===== config.mk =====
export PLATFORM = sky130hd
export DESIGN_NAME = triplet_collector_flat
export DESIGN_NICKNAME = d
export VERILOG_FILES = /design/src/rtl/triplet_collector_if.sv /design/src/rtl/triplet_collector.sv /design/src/flat_wrapper.sv
export SDC_FILE = /design/constraint.sdc
export NUM_CORES = 1
export LEC_CHECK = 0
export ABC_CLOCK_PERIOD_IN_PS = 2130
export CAP_MARGIN = 20
export CORE_MARGIN = 5
export CORE_UTILIZATION = 60
export DETAILED_ROUTE_END_ITERATION = 16
export DONT_BUFFER_PORTS = 1
export PLACE_DENSITY = 0.76
export REMOVE_ABC_BUFFERS = 1
export SLEW_MARGIN = 0
export SYNTH_ARGS = -nofsm -noshare
export SYNTH_HDL_FRONTEND = slang
export SYNTH_SLANG_ARGS = --single-unit

===== constraint.sdc =====
create_clock -name clk -period 2.13 [get_ports clk]
set_clock_uncertainty 0.05 [all_clocks]
set_input_delay 0.639 -clock clk [delete_from_list [all_inputs] [get_ports clk]]
set_output_delay 0.639 -clock clk [all_outputs]
set_load 0.005 [all_outputs]

===== src/rtl/triplet_collector_if.sv =====
// Stream bundle between the sample source, the triplet collector and the
// three-cell sorter.
//   in_data/in_valid/in_ready/in_last : sample stream into the collector
//   out_x1/x2/x3/out_valid/out_ready  : triplet stream toward the sorter
//   out_partial                        : triplet carries at least one pad slot
// slave  : the collector's view (consumes samples, produces triplets)
// master : the surrounding environment's view
`timescale 1ns/1ps
interface triplet_collector_if #(
  parameter int WIDTH = 8
);
  logic [WIDTH-1:0] in_data;
  logic             in_valid;
  logic             in_ready;
  logic             in_last;
  logic [WIDTH-1:0] out_x1;
  logic [WIDTH-1:0] out_x2;
  logic [WIDTH-1:0] out_x3;
  logic             out_valid;
  logic             out_ready;
  logic             out_partial;

  modport slave (
    input  in_data, in_valid, in_last, out_ready,
    output in_ready, out_x1, out_x2, out_x3, out_valid, out_partial
  );

  modport master (
    output in_data, in_valid, in_last, out_ready,
    input  in_ready, out_x1, out_x2, out_x3, out_valid, out_partial
  );
endinterface


===== src/rtl/triplet_collector.sv =====
// Groups a WIDTH-bit sample stream into triplets for the sorting stage.
// Triplets are presented oldest-first on out_x1/x2/x3 from a single output
// register. SLIDING=0 emits one triplet per three samples; SLIDING=1 emits one
// per sample once two samples of the frame are buffered. A sample flagged
// in_last closes the frame: a short triplet is padded with PAD and marked
// out_partial, and the buffer is cleared.
// Ports:
//   clk  rising-edge clock
//   rst  synchronous active-high reset
//   bus  triplet_collector_if.slave (in_* sample stream, out_* triplet stream)
`timescale 1ns/1ps
module triplet_collector #(
  parameter int               WIDTH   = 8,
  parameter bit               SLIDING = 1'b0,
  parameter logic [WIDTH-1:0] PAD     = '0
) (
  input  logic                clk,
  input  logic                rst,
  triplet_collector_if.slave  bus
);

  typedef enum logic [1:0] {
    CNT0 = 2'd0,
    CNT1 = 2'd1,
    CNT2 = 2'd2
  } fill_t;

  fill_t            cnt;
  logic [WIDTH-1:0] s0;
  logic [WIDTH-1:0] s1;
  logic             accept;

  // Accepting only when the output register is free (or draining this cycle)
  // is what keeps the staging registers from being overwritten under stall.
  assign bus.in_ready = !rst && (!bus.out_valid || bus.out_ready);
  assign accept       = bus.in_valid && bus.in_ready;

  always_ff @(posedge clk) begin
    if (rst) begin
      cnt             <= CNT0;
      s0              <= '0;
      s1              <= '0;
      bus.out_x1      <= '0;
      bus.out_x2      <= '0;
      bus.out_x3      <= '0;
      bus.out_valid   <= 1'b0;
      bus.out_partial <= 1'b0;
    end else begin
      if (bus.out_valid && bus.out_ready) begin
        bus.out_valid <= 1'b0;
      end
      // An emit below overrides the drain above, so drain+reload keeps
      // out_valid high with no bubble.
      if (accept) begin
        unique case (cnt)
          CNT0: begin
            if (bus.in_last) begin
              bus.out_x1      <= bus.in_data;
              bus.out_x2      <= PAD;
              bus.out_x3      <= PAD;
              bus.out_partial <= 1'b1;
              bus.out_valid   <= 1'b1;
            end else begin
              s0  <= bus.in_data;
              cnt <= CNT1;
            end
          end
          CNT1: begin
            if (bus.in_last) begin
              bus.out_x1      <= s0;
              bus.out_x2      <= bus.in_data;
              bus.out_x3      <= PAD;
              bus.out_partial <= 1'b1;
              bus.out_valid   <= 1'b1;
              cnt             <= CNT0;
            end else begin
              s1  <= bus.in_data;
              cnt <= CNT2;
            end
          end
          CNT2: begin
            bus.out_x1      <= s0;
            bus.out_x2      <= s1;
            bus.out_x3      <= bus.in_data;
            bus.out_partial <= 1'b0;
            bus.out_valid   <= 1'b1;
            if (SLIDING && !bus.in_last) begin
              s0 <= s1;
              s1 <= bus.in_data;
            end else begin
              cnt <= CNT0;
            end
          end
          default: cnt <= CNT0;
        endcase
      end
    end
  end

endmodule

===== src/flat_wrapper.sv =====
// flat-port wrapper written by rule: the top's interface ports become plain ports
module triplet_collector_flat 
#(
  parameter int               WIDTH   = 8,
  parameter bit               SLIDING = 1'b0,
  parameter logic [WIDTH-1:0] PAD     = '0
)
  (clk, rst, bus_in_data, bus_in_valid, bus_in_last, bus_out_ready, bus_in_ready, bus_out_x1, bus_out_x2, bus_out_x3, bus_out_valid, bus_out_partial);
  triplet_collector_if #(.WIDTH(WIDTH)) bus_i ();
  input  logic clk;
  input  logic rst;
  input wire logic [$bits(bus_i.in_data)-1:0] bus_in_data;
  input wire logic [$bits(bus_i.in_valid)-1:0] bus_in_valid;
  input wire logic [$bits(bus_i.in_last)-1:0] bus_in_last;
  input wire logic [$bits(bus_i.out_ready)-1:0] bus_out_ready;
  output wire logic [$bits(bus_i.in_ready)-1:0] bus_in_ready;
  output wire logic [$bits(bus_i.out_x1)-1:0] bus_out_x1;
  output wire logic [$bits(bus_i.out_x2)-1:0] bus_out_x2;
  output wire logic [$bits(bus_i.out_x3)-1:0] bus_out_x3;
  output wire logic [$bits(bus_i.out_valid)-1:0] bus_out_valid;
  output wire logic [$bits(bus_i.out_partial)-1:0] bus_out_partial;
  assign bus_i.in_data = bus_in_data;
  assign bus_i.in_valid = bus_in_valid;
  assign bus_i.in_last = bus_in_last;
  assign bus_i.out_ready = bus_out_ready;
  assign bus_in_ready = bus_i.in_ready;
  assign bus_out_x1 = bus_i.out_x1;
  assign bus_out_x2 = bus_i.out_x2;
  assign bus_out_x3 = bus_i.out_x3;
  assign bus_out_valid = bus_i.out_valid;
  assign bus_out_partial = bus_i.out_partial;
  triplet_collector #(.WIDTH(WIDTH), .SLIDING(SLIDING), .PAD(PAD)) u_core (.clk(clk), .rst(rst), .bus(bus_i));
endmodule

# After elaboration in Yosys (flattened, before gate mapping)
# Index checks and enable logic that the tools add are counted.
totals:
  latch_bits: 0
  regBits: 44
  rom_bits: 0
  mem_bits_rw: 0
  mem_count: 0
  in_bits: 13
  output_inout_bits: 27
op_classes:
  addsub: 0
  mux: 15
  multipliers: 0
  n_bitwise: 1
  n_lt_le_gt_ge: 0
  n_div: 0
  n_reduce_logical: 15
  eq_ne: 6
  shifts: 0
op_table:
  columns: ["op", "n"]
  rows:
  - ["$pmux 8 s3", 2]
  - ["$mux 8", 3]
  - ["$pmux 8 s2", 1]
  - ["$reduce_and 3->1", 3]
  - ["$ne 2x2->1 const B", 3]
  - ["$mux 1", 4]
  - ["$mux 2", 2]
  - ["$pmux 1 s2", 2]
  - ["$pmux 2 s2", 1]
  - ["$reduce_and 4->1", 1]
  - ["$logic_and 1x1->1", 3]
  - ["$reduce_bool 3->1", 1]
  - ["$eq 2x1->1 const B", 1]
  - ["$eq 2x2->1 const B", 1]
  - ["$logic_not 1->1", 2]
  - ["$logic_not 2->1", 1]
  - ["$ne 2x1->1 const B", 1]
  - ["$reduce_and 2->1", 1]
  - ["$reduce_bool 2->1", 1]
  - ["$reduce_or 2->1", 1]
  - ["$logic_or 1x1->1", 1]
  - ["$not 1->1", 1]

# Longest topological paths before layout
# Gate-level depths: netlist of run 1.
depth:
  ltp_word: 5
  depth_mapped: 8

# Least setup slack after synthesis of run 1
# No wires, ideal clock.
synth_path:
  kind: "input to output"
  from: "in bus_out_ready"
  to: "out bus_in_ready"
  path_slack_ns: 0.392
  stages: 3
  arrival_time_ns: 1.049
  cell_sequence: "nand2b_1 buf_2 nor2b_1"
synth_via:
  elab_chain_cells: 2
synth_rtl:
  columns: ["element", "line", "rtl"]
  rows:
  - ["from (decl)", "flat_wrapper.sv:15", "input wire logic [$bits(bus_i.out_ready)-1:0] bus_out_ready;"]
  - ["$logic_or 1x1->1", "triplet_collector.sv:35", "assign bus.in_ready = !rst && (!bus.out_valid || bus.out_ready);"]
  - ["$logic_and 1x1->1", "triplet_collector.sv:35", null]
  - ["to (decl)", "flat_wrapper.sv:16", "output wire logic [$bits(bus_i.in_ready)-1:0] bus_in_ready;"]
# No other way between the ends.

# Final worst setup path of run 1
layout_path:
  from: "reg u_core.bus.out_valid"
  to: "out bus_in_ready"
layout_via:
  elab_chain_cells: 3
layout_rtl:
  columns: ["element", "line", "rtl"]
  rows:
  - ["from (decl)", "triplet_collector_if.sv:25", "output in_ready, out_x1, out_x2, out_x3, out_valid, out_partial"]
  - ["from (signal assigned)", "triplet_collector.sv:46", "bus.out_valid <= 1'b0;"]
  - ["from (signal assigned)", "triplet_collector.sv:50", "bus.out_valid <= 1'b0;"]
  - ["from (signal assigned)", "triplet_collector.sv:62", "bus.out_valid <= 1'b1;"]
  - ["$logic_not 1->1", "triplet_collector.sv:35", null]
  - ["$logic_or 1x1->1", "triplet_collector.sv:35", null]
  - ["$logic_and 1x1->1", "triplet_collector.sv:35", null]
# No other way between the ends.

==> flow_summary.yaml, run 1 <==
outcome:
  status: "finished clean"
placed_design:
  post-dp-hpwl_um: 2660
  io_buffers: 0
  place_congestion: 0.749
  place_ws_ps: 160
  place_inst: 234
min_path:
  hp-class: "primary input to flop"
  hold_depth: 1
  holdPathEnd: "u_core.bus.out_x1[6]"
  hold_start: "rst"
worst_setup_path:
  r2r_end: "u_core.bus.out_x2[4]"
  crit_arrival_ps: 1170
  crit_path_start_kind: "flop"
  r2r_slack_ps: 340
  cp_slowest_stage_delay_ps: 340
  crit_fanout: 10
  r2r_cells: 6
  cp_slowest_cell: "dfxtp_1"
  worst-setup-path-type: "flop to output pin"
  worstPathRequired_ps: 1440
  end_kind: "output pin"
  crit_path_cell_trace: "nand2b_1 -> nor2b_1"
  regToRegStartpoint: "u_core.cnt[0]"
synthesis:
  syn_inst: 203
  synth_area_per_cell_um2: 9.50
  synth.cell_area_um2: 1930
  ys_seq_area_share_pct: 45.7
  synthArstFlopShare_pct: 0
  yosysTopAreaCell: "dfxtp_1"
  yosysWarningCount: 0
  synth_common_cells: "dfxtp_1, nor2_1, mux2i_1, a21oi_1, nand2_1"
  synth_edf_count: 0
  ys_seq_elements: 44
  synth_ff_type: "dfxtp_1"
  synthTopCellsByArea: "dfxtp_1, mux2i_1, nor2_1, a21oi_1, nand3_1"
  synth_cell_types: 24
  synth.most_common_cell: "dfxtp_1"
  synth_top_area_share_pct: 45.7
grt:
  grt.total_usage_pct: 18.2
  grt_pass1_wl_um: 6160
  grt_max_degree: 47
  antenna_found_initial: 0
  grt_pass1_vias: 1351
  grt_overflow_total: 0
cts:
  cts_root_buffer: "clkbuf_4"
  cts_made_buffers: 5
  h-tree-depth: 2
  ctsHoldBuffers: 0
  ctsLongestPathBuffers: 2
  worstSkewPairLatency_ps: 350
  post-cts-setup-buffer-count: 0
  cts_tree: "yes"
  clk_pin_slew_worst_paths_ps: 120
  clock_sinks: 44
  cts_resized: 0
drt:
  drt_iter0_markers: 112
  vias: 1400
  finalWirelength_um: 3860
  drc: 0
  wl_per_cell_um: 16.0
  detail-route-antenna-nets: 0
  first_pass_iters: 4
  vias_per_cell: 5.79
power:
  p_leak_nw: 0.735
  power.density_nw_per_um2: 690
  comb_power_share_pct: 8.1
  seqPwrFrac_pct: 63.4
  peakVddDrop_mv: 0.473
  p_sw_uw: 328
  p_clk_share_pct: 28.5
  swShare_pct: 24.3
  intPower_mw: 1.02
  power_mw: 1.35
timing:
  tns_ps: 0
  layout_min_cycle_time_ps: 1850
  maxSlewViolCount: 0
  fin_crit_sh_pct: 87.1
  holdWs_ps: 285
  finalHoldViolCount: 0
  rsz0062_at_grt: "no"
  tightestPinTransition_ps: 755
  fmax_mhz: 539
  timing.final.ws_setup_ps: 276
  relSlewSlack_pct: 49.5
  setup_viol: 0
floorplanning:
  die_y_um: 66.7
  core_area_um2: 3080
  initial_core_util_pct: 62.6
  row_count: 20
  die_area_um2: 4450
  die_w_um: 66.7
  boundaryPins: 40
job:
  maxCapViolations: 0
layout:
  finalNonFillerCells: 242
  layout-drive-gt1-share_pct: 8.08
  areaGrowthSynthToFinish_pct: 1.56
  insertedDiodeCount: 0
  nFillCells: 276
  nets: 215
## worst max path at each step
stage	from	end	slack [ps]	cells after the start
3_5_place_dp	bus_out_ready	u_core.s0[7]	160	4
6_report	u_core.bus.out_valid	bus_in_ready	280	2
5_1_grt	u_core.cnt[0]	u_core.bus.out_x1[1]	170	6
3_3_place_gp	bus_out_ready	u_core.s0[0]	210	4
4_1_cts	u_core.bus.out_valid	bus_in_ready	260	2
2_1_floorplan	bus_out_ready	u_core.s1[0]	330	4
## per-stage QoR
step / util, % / cell area (um^2)
after global routing: 63.6 / 1960
final: 63.6 / 1960
after detailed placement: 61.9 / 1900
after CTS: 63.6 / 1960
after floorplan: - / 1820
after global placement: 61.9 / 1900
## layout by cell type, fill, tap and decap left out, drive strengths merged, types with 2 or more instances in the layout
| master | instances |
|---|---|
| dfxtp | 44 |
| nor2 | 27 |
| mux2i | 25 |
| nand2 | 18 |
| a21oi | 18 |
| nand3 | 17 |
| a211oi | 9 |
| a22o | 8 |
| clkbuf | 7 |
| ha | 5 |
| buf | 4 |
| nor2b | 4 |
| inv | 3 |
| o2111ai | 2 |
## registers in the layout (all words and copies together) (netlist names)
| register | count |
|---|---|
| u_core.cnt | 2 |
| u_core.s0 | 8 |
| u_core.bus.out_valid | 1 |
| u_core.bus.out_x1 | 8 |
| u_core.bus.out_partial | 1 |
| u_core.s1 | 8 |
| u_core.bus.out_x3 | 8 |
| u_core.bus.out_x2 | 8 |
## cell families after synthesis
kind of cell | after synthesis | synth area share (%)
buf+inv | 20 | 6.23
fa+ha+maj | 5 | 3.24
mux | 25 | 13.0
compound gates | 40 | 15.7
flops | 44 | 45.7
simple gates | 69 | 16.2
## metal layers
layer / global-route usage, % / vias to the layer above / part of all wire [%]
li1: - / 694 / -
met1: 20.4 / 651 / 43
met2: 31.2 / 45 / 48
met3: 6.24 / 10 / 7.5
met4: 7.61 / 0 / 1.7
met5: 0 / - / 0
## final cells by class
cell class                 instances  area (um^2)  share of cell area (%)
clock buffer                       7         45.0                    2.30
clock inverter                     1         8.76                   0.447
inverter                           3         11.3                   0.575
multi-input combinational        139          927                    47.3
sequential                        44          881                    45.0
tap                               44         55.1                    2.81
timing repair buffer               4         30.0                    1.53
## critical path: cells and delay by family (launching register included)
family           cells  cell delay (ps)
flip-flops           1              340
AND/OR/NAND/NOR      2              480
## power groups by stage
stage / logic, mW / registers (mW) / clock network, mW
finish: 0.109 / 0.856 / 0.386
global route: 0.120 / 0.859 / 0.435
CTS: 0.109 / 0.857 / 0.396
detailed placement: 0.109 / 0.875 / 0
global placement: 0.104 / 0.874 / 0
floorplan: 0.0879 / 0.871 / 0
No activity file was read; power rests on OpenSTA's default activity.
==> run 2: changes to the inputs <==
--- a/config.mk
+++ b/config.mk
@@ -11,6 +11,7 @@
 export CORE_UTILIZATION = 60
 export DETAILED_ROUTE_END_ITERATION = 16
 export DONT_BUFFER_PORTS = 1
+export MAX_ROUTING_LAYER = met4
 export PLACE_DENSITY = 0.76
 export REMOVE_ABC_BUFFERS = 1
 export SLEW_MARGIN = 0
==> run 2 against run 1 <==
Against the previous run: sequential cell count unchanged; combinational power about the same; via count decreased by 1.6%; core utilization unchanged; die area unchanged; critical path type unchanged; critical endpoint unchanged.
==> flow_summary.yaml, run 2 (synthesis results as in run 1) <==
floorplanning:
  boundaryPins: 40
  die_y_um: 66.7
  core_area_um2: 3080
  initial_core_util_pct: 62.6
  die_area_um2: 4450
  row_count: 20
  die_w_um: 66.7
timing:
  timing.final.ws_setup_ps: 287
  finalHoldViolCount: 0
  layout_min_cycle_time_ps: 1840
  rsz0062_at_grt: "no"
  tightestPinTransition_ps: 735
  relSlewSlack_pct: 50.8
  maxSlewViolCount: 0
  fin_crit_sh_pct: 86.5
  tns_ps: 0
  setup_viol: 0
  fmax_mhz: 543
job:
  maxCapViolations: 0
layout:
  layout-drive-gt1-share_pct: 8.08
  mostFrequentLayoutCells: "dfxtp_1, nor2_1, mux2i_1, nand2_1, a21oi_1"
  areaGrowthSynthToFinish_pct: 1.56
  insertedDiodeCount: 0
  nFillCells: 276
  nets: 215
  layout.cells.most_common: "dfxtp_1"
  design_area_um2: 1960
  final_util_pct: 63.6
power:
  seqPwrFrac_pct: 63.5
  peakVddDrop_mv: 0.475
  swShare_pct: 24.1
  p_clk_share_pct: 28.3
  power.density_nw_per_um2: 688
  intPower_mw: 1.02
  comb_power_share_pct: 8.1
  p_leak_nw: 0.735
  p_sw_uw: 324
drt:
  wl_per_cell_um: 16.0
  vias_per_cell: 5.69
  finalWirelength_um: 3860
  drt_iter0_markers: 101
  first_pass_iters: 4
  vias: 1378
  detail-route-antenna-nets: 0
  drc: 0
min_path:
  hold_depth: 1
  hp-class: "primary input to flop"
placed_design:
  placed_area_um2: 1900
  post-dp-hpwl_um: 2660
  place_ws_ps: 160
  place_congestion: 0.759
  io_buffers: 0
grt:
  grt_pass1_vias: 1353
  grt_pass1_wl_um: 6170
  grt.total_usage_pct: 18.7
  grt_overflow_total: 0
  grt_max_degree: 47
  antenna_found_initial: 0
cts:
  post-cts-setup-buffer-count: 0
  cts_resized: 0
  cts_root_buffer: "clkbuf_4"
  clk_pin_slew_worst_paths_ps: 120
  clock_sinks: 44
  worstSkewPairLatency_ps: 340
  ctsHoldBuffers: 0
  cts_made_buffers: 5
  h-tree-depth: 2
  cts_tree: "yes"
  ctsLongestPathBuffers: 2
worst_setup_path:
  crit_arrival_ps: 1150
  end_kind: "output pin"
  worstPathRequired_ps: 1440
  cp_slowest_cell: "dfxtp_1"
  crit_path_start_kind: "flop"
  crit_path_cell_trace: "nand2b_1 -> nor2b_1"
  r2r_cells: 6
  cp_slowest_stage_delay_ps: 340
  worst-setup-path-type: "flop to output pin"
  crit_fanout: 10
outcome:
  status: "finished clean"
[run 2: critical path, delay by kind of cell (launching register included)]
kind | cells | cell delay, ps
flops | 1 | 340
simple gates | 2 | 470
[run 2: area by class of cell]
class                      instances  area (um^2)  share of cell area (%)
multi-input combinational        139          927                    47.3
sequential                        44          881                    45.0
tap                               44         55.1                    2.81
clock buffer                       7         45.0                    2.30
timing repair buffer               4         30.0                    1.53
inverter                           3         11.3                   0.575
clock inverter                     1         8.76                   0.447
[run 2: path summary, 6_finish.rpt]
kind / from / endpoint / slack, ps
min: rst / u_core.bus.out_x1[6] / 290
max: u_core.bus.out_valid / bus_in_ready / 290
max reg2reg: u_core.cnt[1] / u_core.bus.out_x2[4] / 340
min reg2reg: u_core.bus.out_x2[5] / u_core.bus.out_x2[5] / 430
[run 2: metal layers]
metal	track usage (%)	part of all wire [%]	vias to the layer above
li1	-	-	693
met1	20.4	43	644
met2	31.2	49	37
met3	6.24	6.7	4
met4	7.61	0.73	0
met5	-	0	-
[run 2: metrics by stage]
| step | hold slack (ps) | cells | total power, mW |
|---|---|---|---|
| final | 293 | 242 | 1.35 |
| after CTS | 280 | 242 | 1.36 |
| after global routing | 256 | 242 | 1.41 |
| after floorplan | 392 | 186 | 0.959 |
| after detailed placement | 412 | 234 | 0.983 |
| after global placement | 409 | 234 | 0.978 |
[run 2: power groups by stage]
stage          Sequential [mW]  Combinational [mW]  Clock [mW]
6_report                 0.856               0.109       0.382
5_1_grt                  0.859               0.120       0.435
4_1_cts                  0.857               0.109       0.396
3_5_place_dp             0.875               0.109           0
3_3_place_gp             0.874               0.104           0
2_1_floorplan            0.871              0.0879           0
